File: src/rtl/regfile_sb.sv
// -----------------------------------------------------------------------------
// regfile_sb -- register file with an integrated busy scoreboard
//
// Holds NREG x XLEN data registers plus one busy bit per register. Register 0
// is hardwired to zero and is never busy. Issue marks a destination busy,
// writeback stores data and clears the busy bit (issue wins on a collision),
// and flush clears every pending mark. Reads are combinational; with BYPASS=1
// a same-cycle writeback is forwarded to a matching read port.
//
// Ports
//   clk       in   1      clock, all state updates on its rising edge
//   rst       in   1      asynchronous active-low reset
//   rs1, rs2  in   AW     read addresses
//   rd1, rd2  out  XLEN   combinational read data
//   rs1_busy  out  1      combinational busy status of rs1
//   rs2_busy  out  1      combinational busy status of rs2
//   wr_en     in   1      writeback strobe
//   wr_addr   in   AW     writeback register address
//   wr_data   in   XLEN   writeback data
//   issue_en  in   1      marks issue_rd as pending
//   issue_rd  in   AW     register being issued
//   flush     in   1      clears all pending marks
//   busy_cnt  out  AW+1   registered popcount of the busy vector
// -----------------------------------------------------------------------------
module regfile_sb #(
  parameter int XLEN   = 32,
  parameter int NREG   = 32,
  parameter int BYPASS = 1
) (
  input  logic                     clk,
  input  logic                     rst,
  input  logic [$clog2(NREG)-1:0]  rs1,
  input  logic [$clog2(NREG)-1:0]  rs2,
  output logic [XLEN-1:0]          rd1,
  output logic [XLEN-1:0]          rd2,
  output logic                     rs1_busy,
  output logic                     rs2_busy,
  input  logic                     wr_en,
  input  logic [$clog2(NREG)-1:0]  wr_addr,
  input  logic [XLEN-1:0]          wr_data,
  input  logic                     issue_en,
  input  logic [$clog2(NREG)-1:0]  issue_rd,
  input  logic                     flush,
  output logic [$clog2(NREG):0]    busy_cnt
);

  localparam int AW = $clog2(NREG);
  localparam bit BYP_EN = (BYPASS == 1);

  // Population count of a busy vector; bit 0 is always clear so the result
  // never exceeds NREG-1 and fits in AW+1 bits.
  function automatic logic [AW:0] popcount(input logic [NREG-1:0] v);
    logic [AW:0] c;
    c = {(AW+1){1'b0}};
    for (int i = 0; i < NREG; i++) begin
      c = c + {{AW{1'b0}}, v[i]};
    end
    return c;
  endfunction

  logic [XLEN-1:0] mem_q [NREG];
  logic [NREG-1:0] busy_q;
  logic [NREG-1:0] busy_d;
  logic [AW:0]     cnt_q;
  logic [AW:0]     cnt_d;
  logic            wr_ok_s;
  logic            iss_ok_s;

  assign wr_ok_s  = wr_en    && (wr_addr  != {AW{1'b0}});
  assign iss_ok_s = issue_en && (issue_rd != {AW{1'b0}});

  // Busy-vector next state: flush first, then writeback clear, then issue set
  // so that issue wins over both flush and a same-register writeback.
  always_comb begin
    busy_d = busy_q;
    if (flush) begin
      busy_d = {NREG{1'b0}};
    end else begin
      busy_d = busy_q;
    end
    if (wr_ok_s) begin
      busy_d[wr_addr] = 1'b0;
    end else begin
      busy_d = busy_d;
    end
    if (iss_ok_s) begin
      busy_d[issue_rd] = 1'b1;
    end else begin
      busy_d = busy_d;
    end
    busy_d[0] = 1'b0;
    // Count the post-edge vector so busy_cnt tracks busy_q with no lag.
    cnt_d = popcount(busy_d);
  end

  // Data storage; register 0 is never written and stays at its reset zero.
  always_ff @(posedge clk or negedge rst) begin
    if (!rst) begin
      for (int i = 0; i < NREG; i++) begin
        mem_q[i] <= {XLEN{1'b0}};
      end
    end else if (wr_ok_s) begin
      mem_q[wr_addr] <= wr_data;
    end
  end

  // Scoreboard state and its registered popcount.
  always_ff @(posedge clk or negedge rst) begin
    if (!rst) begin
      busy_q <= {NREG{1'b0}};
      cnt_q  <= {(AW+1){1'b0}};
    end else begin
      busy_q <= busy_d;
      cnt_q  <= cnt_d;
    end
  end

  assign busy_cnt = cnt_q;

  // Read port 1. Forwarding is gated by rst so the cleared state is what
  // appears on the outputs while reset is held.
  always_comb begin
    rd1      = mem_q[rs1];
    rs1_busy = busy_q[rs1];
    if (rs1 == {AW{1'b0}}) begin
      rd1      = {XLEN{1'b0}};
      rs1_busy = 1'b0;
    end else if (BYP_EN && rst && wr_ok_s && (wr_addr == rs1)) begin
      rd1      = wr_data;
      rs1_busy = 1'b0;
    end else begin
      rd1      = mem_q[rs1];
      rs1_busy = busy_q[rs1];
    end
  end

  // Read port 2, identical to port 1.
  always_comb begin
    rd2      = mem_q[rs2];
    rs2_busy = busy_q[rs2];
    if (rs2 == {AW{1'b0}}) begin
      rd2      = {XLEN{1'b0}};
      rs2_busy = 1'b0;
    end else if (BYP_EN && rst && wr_ok_s && (wr_addr == rs2)) begin
      rd2      = wr_data;
      rs2_busy = 1'b0;
    end else begin
      rd2      = mem_q[rs2];
      rs2_busy = busy_q[rs2];
    end
  end

endmodule

File: config.mk
export PLATFORM = sky130hd
export DESIGN_NAME = regfile_sb
export DESIGN_NICKNAME = d
export VERILOG_FILES = /design/src/rtl/regfile_sb.sv
export SDC_FILE = /design/constraint.sdc
export NUM_CORES = 2
export LEC_CHECK = 0
export ABC_AREA = 1
export BUFFER_PORTS_ARGS = -buffer_cell sky130_fd_sc_hd__buf_4
export CAP_MARGIN = 5
export CORE_MARGIN = 2
export CORE_UTILIZATION = 45
export CTS_CLUSTER_DIAMETER = 60
export DETAILED_ROUTE_END_ITERATION = 10
export HOLD_SLACK_MARGIN = 0.03
export PLACE_DENSITY = 0.56
export SYNTH_ARGS = -nofsm -noshare
export SYNTH_HDL_FRONTEND = slang
export SYNTH_SLANG_ARGS = --single-unit
File: constraint.sdc
create_clock -name clk -period 6.24 [get_ports clk]
set_clock_uncertainty 0.1 [all_clocks]
set_input_delay 0.624 -clock clk [delete_from_list [all_inputs] [get_ports clk]]
set_output_delay 0.624 -clock clk [all_outputs]
set_load 0.005 [all_outputs]
* Word-level counts from Yosys, hierarchy flattened *
Index checks and enable logic that the tools add are counted.

operators by class
  $add $sub $neg = 30
  magnitude comparators = 10
  equal/unequal tests = 2
  muxes and demuxes = 28
  bitwise operators = 6
  reductions and logical operators = 12

operators with widths
  cell                                                                                 number
  1024-bit bitwise mux                                                                 1
  32-bit two-way mux                                                                   12
  32-bit binary-select mux with 5-bit select                                           2
  32-bit demux with 5-bit select                                                       1
  6-bit by 1-bit adder with 6-bit output                                               25
  32-bit AND                                                                           1
  32-bit NOT                                                                           1
  32-bit OR                                                                            1
  5-bit by 6-bit < comparator with 1-bit output, second input constant                 4
  6-bit greater-or-equal comparator, second input constant                             3
  5-bit NOT with 6-bit output                                                          3
  1-bit binary-select mux with 5-bit select                                            2
  1-bit demux with 5-bit select                                                        2
  5-bit equality test                                                                  2
  5-bit by 1-bit greater-or-equal comparator with 1-bit output, second input constant  2
  5-bit logical NOT                                                                    2
  5-bit nonzero test                                                                   2
  1-bit logical AND                                                                    8
  1-bit two-way mux                                                                    8
  5-bit by 1-bit adder with 6-bit output                                               1
  6-bit by 1-bit < comparator with 1-bit output, second input constant                 1
  4-bit by 1-bit adder with 5-bit output                                               1
  3-bit by 1-bit adder with 4-bit output                                               1
  2-bit by 1-bit adder with 3-bit output                                               1
  1-bit by 1-bit adder with 2-bit output                                               1

storage, ports and cells
  flip-flop bits (word level) = 1061
  input port bits = 57
  output and inout port bits = 72
  word-level logic and storage cells = 122

* Depth between registers and ports, before layout *
  depth after elaboration = 39
  depth in mapped cells = 25
  depth with buffers taken out = 24

* Least setup slack after synthesis *
OpenSTA, ideal clock, no wires.

  kind = input to register
  from = input issue_rd[4]
  to = register cnt_q[4] (netlist: busy_cnt[4])
  setup time = 0.123 ns
  arrival = 5.546 ns
  required time = 6.017 ns
  slack = 0.471 ns
  stages = 23
  buffers on the path = 0
  cells stage by stage = inv_1 > nand3_1 > o21ai_0 > inv_1 > nand2_1 > o21ai_0 > fa_1 > inv_1 > fa_1 > inv_1 > fa_1 > fa_1 > inv_1 > fa_1 > inv_1 > fa_1 > inv_1 > fa_1 > inv_1 > fa_1 > nand3_1 > nand3_1 > xor2_1

on the way
  elaborated cells between the ends (all ways) = 39
  those cells by class = add/sub: 30; order compare: 2; mux: 3; bitwise: 1; reduce/logical: 3

RTL lines
  item                                                                                                                                                        RTL line  RTL
  start, declared                                                                                                                                             42        input logic [$clog2(NREG)-1:0] issue_rd,
  5-bit by 6-bit < comparator with 1-bit output (not written as such) / 5-bit by 1-bit greater-or-equal comparator with 1-bit output (equally long branches)  87        busy_d[issue_rd] = 1'b1;
  1-bit logical AND (not written as such)                                                                                                                     87
  1-bit two-way mux (not written as such)                                                                                                                     87
  1-bit demux with 5-bit select                                                                                                                               87
  32-bit OR (no line)                                                                                                                                         -
  32-bit two-way mux (*)                                                                                                                                      86        if (iss_ok_s) begin
  named net busy_d[28]                                                                                                                                        63        logic [NREG-1:0] busy_d;
  6-bit by 1-bit adder with 6-bit output (*) (4 in series)                                                                                                    56        c = c + {{AW{1'b0}}, v[i]};
  named net cnt_d[4]                                                                                                                                          65        logic [AW:0] cnt_d;
  end signal, assigned                                                                                                                                        111       cnt_q <= {(AW+1){1'b0}};
  end signal, assigned                                                                                                                                        114       cnt_q <= cnt_d;
  end, declared                                                                                                                                               64        logic [AW:0] cnt_q;

The timed path passes the listed nets; every way through them passes the cells marked *.
A chain may end at the register's enable or synchronous reset.

* Final worst setup path *
  from = input wr_addr[3]
  to = register cnt_q[4] (netlist: busy_cnt[4])

on the way
  elaborated cells between the ends (all ways) = 42
  those cells by class = add/sub: 30; order compare: 2; mux: 4; bitwise: 3; reduce/logical: 3

RTL lines
  item                                                                                                                                                        RTL line  RTL
  start, declared                                                                                                                                             39        input logic [$clog2(NREG)-1:0] wr_addr,
  5-bit by 6-bit < comparator with 1-bit output (not written as such) / 5-bit by 1-bit greater-or-equal comparator with 1-bit output (equally long branches)  82        busy_d[wr_addr] = 1'b0;
  1-bit logical AND (not written as such)                                                                                                                     82
  1-bit two-way mux (not written as such)                                                                                                                     82
  1-bit demux with 5-bit select                                                                                                                               82
  32-bit NOT (no line)                                                                                                                                        -
  32-bit AND (no line)                                                                                                                                        -
  32-bit two-way mux (*)                                                                                                                                      81        if (wr_ok_s) begin
  32-bit OR (no line)                                                                                                                                         -
  32-bit two-way mux (*)                                                                                                                                      86
  named net busy_d[26]                                                                                                                                        63
  6-bit by 1-bit adder with 6-bit output (*) (6 in series)                                                                                                    56
  named net cnt_d[4]                                                                                                                                          65

Marked as above.

==> flow_summary.ini <==
[status]
status = complete, no violations

[critical_path]
end_kind = register
arrival_ps = 5920
cp_data_required_time_ps = 6800
path_cells = buf_4 -> inv_2 -> nor3_2 -> nand2_4 -> nand3_1 -> o21ai_0 -> fa_1 -> inv_1 -> fa_1 -> inv_1 -> fa_1 -> fa_1 -> inv_1 -> fa_1 -> inv_1 -> fa_1 -> inv_1 -> fa_1 -> inv_1 -> fa_1 -> nand3_1 -> nand3_1 -> xor2_1
critical_path_buf_inv_count = 8
path_class = input port to register
crit_path_top_delay_cell = fa_1
cpLargestDelayFamily = adder cells
critPathMaxFanout = 7
critPathLaunchType = input port
worst_path_most_repeated_cell = fa_1
slowest_delay_ps = 550

[grt]
overflow = 0
antenna_found_initial = 18
use_met2 = 0.558
grt_pass1_wl_mm = 406
grt_max_degree = 159
grtUsageTotal = 0.370
grt_use_met1 = 0.507
grt_pass1_vias = 61691
met3_usage = 0.0666
globalRoute.busiestLayer = met2

[clock_network]
clock_latency_ps = 790
cts_buffers = 141
cts_buffer_depth = 3
cts_tree = yes
cts.sinks = 1061
cts_resized = 0
cts_hold_buf = 1
postCtsSetupRepairBufs = 0
clk_pin_slew_worst_paths_ps = 60
cts_htree_levels = 4
clockRootBuffer = clkbuf_16

[synthesis]
yosys_most_used_dff = dfrtp_1
seq_area_frac_synth = 0.410
yosysWarnings = 0
synthMostInstantiatedCell = nand2_1
syn_inst = 10037
ys_async_sr_fraction = 1.00
synth_edf_count = 0
synthTopCellsByCount = nand2_1, nand3_1, inv_1, dfrtp_1, o21ai_0
syn_area_per_cell_um2 = 6.45
yosysTopAreaCell = dfrtp_1
synth_area_um2 = 64700
synth_cell_types = 34
yosysTopAreaCellShare = 0.410
synth-seq-cells = 1061
ys_top_cells_by_area = dfrtp_1, nand2_1, nand3_1
syn-num-nets = 10124

[cells_and_area]
fill_cells = 14539
area_delta_synth_final_pct = 10.1
finish.utilization = 0.498
nets = 9780
design_area_um2 = 71300
final_layout_size_suffix_gt1_frac = 0.0630

[timing]
drv_slew = 0
tightestPinTransition_ps = 1360
fin_crit_ps = 5360
post-route-period-util = 0.859
final-setup-viol-count = 0
setup_slack_ps = 880
relSlewSlack = 0.0883
max_freq_mhz = 187
setup-tns-final_ps = 0
rsz0062_at_grt = no
finalHoldViolCount = 0

[floorplan]
initial_core_util = 0.452
fp.dieW_um = 383
coreArea_um2 = 143000
die_area_um2 = 147000
ios = 129
die_h_um = 383
placementRows = 139

[drt]
viasPerCell = 5.59
drc = 0
wl_per_cell_um = 23.4
wirelength_mm = 274
ant_nets = 0
via_count = 65471
firstDrtPassIters = 6
drt-initial-drc-count = 8147

[power]
netSwitchingPower_mw = 7.26
clockPowerShare = 0.377
ir_drop_mv = 0.279
p_leak_nw = 36.9
seq_power_share = 0.397
total_power_mw = 22.1
cellPowerDensity_nw_per_um2 = 311
combPwrFrac = 0.226
p_sw_frac = 0.328
p_int_mw = 14.9

[place]
gp_congestion = 0.873
port_buffers = 128
dpl_worst_slack_ps = 96.8
place_area_um2 = 66500
hpwl_mm = 154

[worst_hold_path]
hp-class = input port to register

[flow_run]
drv_cap = 0
## power by group through the flow
| stage | sequential, mW | clock (mW) | combinational [mW] |
|---|---|---|---|
| 2_1_floorplan | 8.76 | 0 | 3.48 |
| 3_3_place_gp | 8.87 | 0 | 4.83 |
| 3_5_place_dp | 8.90 | 0 | 4.93 |
| 4_1_cts | 8.79 | 8.44 | 4.96 |
| 5_1_grt | 8.95 | 8.70 | 5.72 |
| 6_report | 8.79 | 8.34 | 5.01 |
## path summary, 6_finish.rpt
kind                                              start  depth (start not counted)  slack, ps                      end
worst max-delay path                         wr_addr[3]                         23        880    busy_cnt[4]$_DFF_PN0_
worst min-delay path                        wr_data[26]                          3         80   mem_q[666]$_DFFE_PN0P_
worst max register to register     busy_q[28]$_DFF_PN0_                         19       1090    busy_cnt[4]$_DFF_PN0_
worst min register to register  mem_q[1015]$_DFFE_PN0P_                          0        270  mem_q[1015]$_DFFE_PN0P_
max in group asynchronous                           rst                          5       3000   mem_q[648]$_DFFE_PN0P_
min in group asynchronous                           rst                          2        230   mem_q[384]$_DFFE_PN0P_
## flip-flops by register name, indices dropped and copies added (netlist names)
name,count
busy_cnt,6
mem_q,1024
busy_q,31
## logic make-up after synthesis
logic type,Yosys count,share of synthesized area
DFF,1061,0.410
AOI/OAI and AO/OA,1185,0.0927
xor gates and xnor gates,9,0.00122
adders and majority gates,30,0.00847
and+or+nand+nor,5798,0.364
buffers and inverters,1954,0.123
## layer usage
| layer | part of all wire | up-vias |
|---|---|---|
| li1 | - | 30349 |
| met1 | 0.42 | 30906 |
| met2 | 0.43 | 3564 |
| met3 | 0.098 | 646 |
| met4 | 0.054 | 6 |
| met5 | 0.00022 | - |
## per-stage QoR
| step | std cells | hold slack, ps |
|---|---|---|
| after floorplan | 10037 | 228 |
| after global placement | 11452 | 265 |
| after detailed placement | 11452 | 266 |
| after CTS | 11705 | 37.6 |
| after global routing | 11716 | 73.7 |
| final | 11718 | 81.2 |
## layout by cell type (no fill, tap or decap), types with 9 or more instances in the layout
cell type  instances
nand2_4            9
a21oi_1           50
dfrtp_1         1061
nand3_1         1345
o22ai_1            9
inv_6              9
clkbuf_1          30
diode_2           13
buf_12            29
o21ai_1          193
nand2_1         3836
nor3_1            10
nor2_1           550
inv_2             22
inv_1           1121
clkinv_2          19
clkbuf_8          29
buf_4            283
nor2_4            21
fa_1              23
clkbuf_16        151
o21ai_0          917
## worst reg2reg max path, delay by kind of cell (launching register included)
kind,cells,cell delay (ps)
compound gates,1,150
simple gates,3,270
buf+inv,6,360
xor+xnor,1,150
flops,1,400
fa+ha+maj,8,3590
## area by class of cell
cell class                 count  area, um^2  share of cell area
antenna                       13        32.5            0.000457
tap                         1903        2380              0.0334
clock buffer                 210        4290              0.0602
multi-input combinational   7022       30400               0.427
inverter                    1149        4350              0.0610
clock inverter                42         438             0.00615
sequential                  1061       26600               0.373
timing repair buffer         318        2790              0.0392
Power figures use the tool's default switching activity.
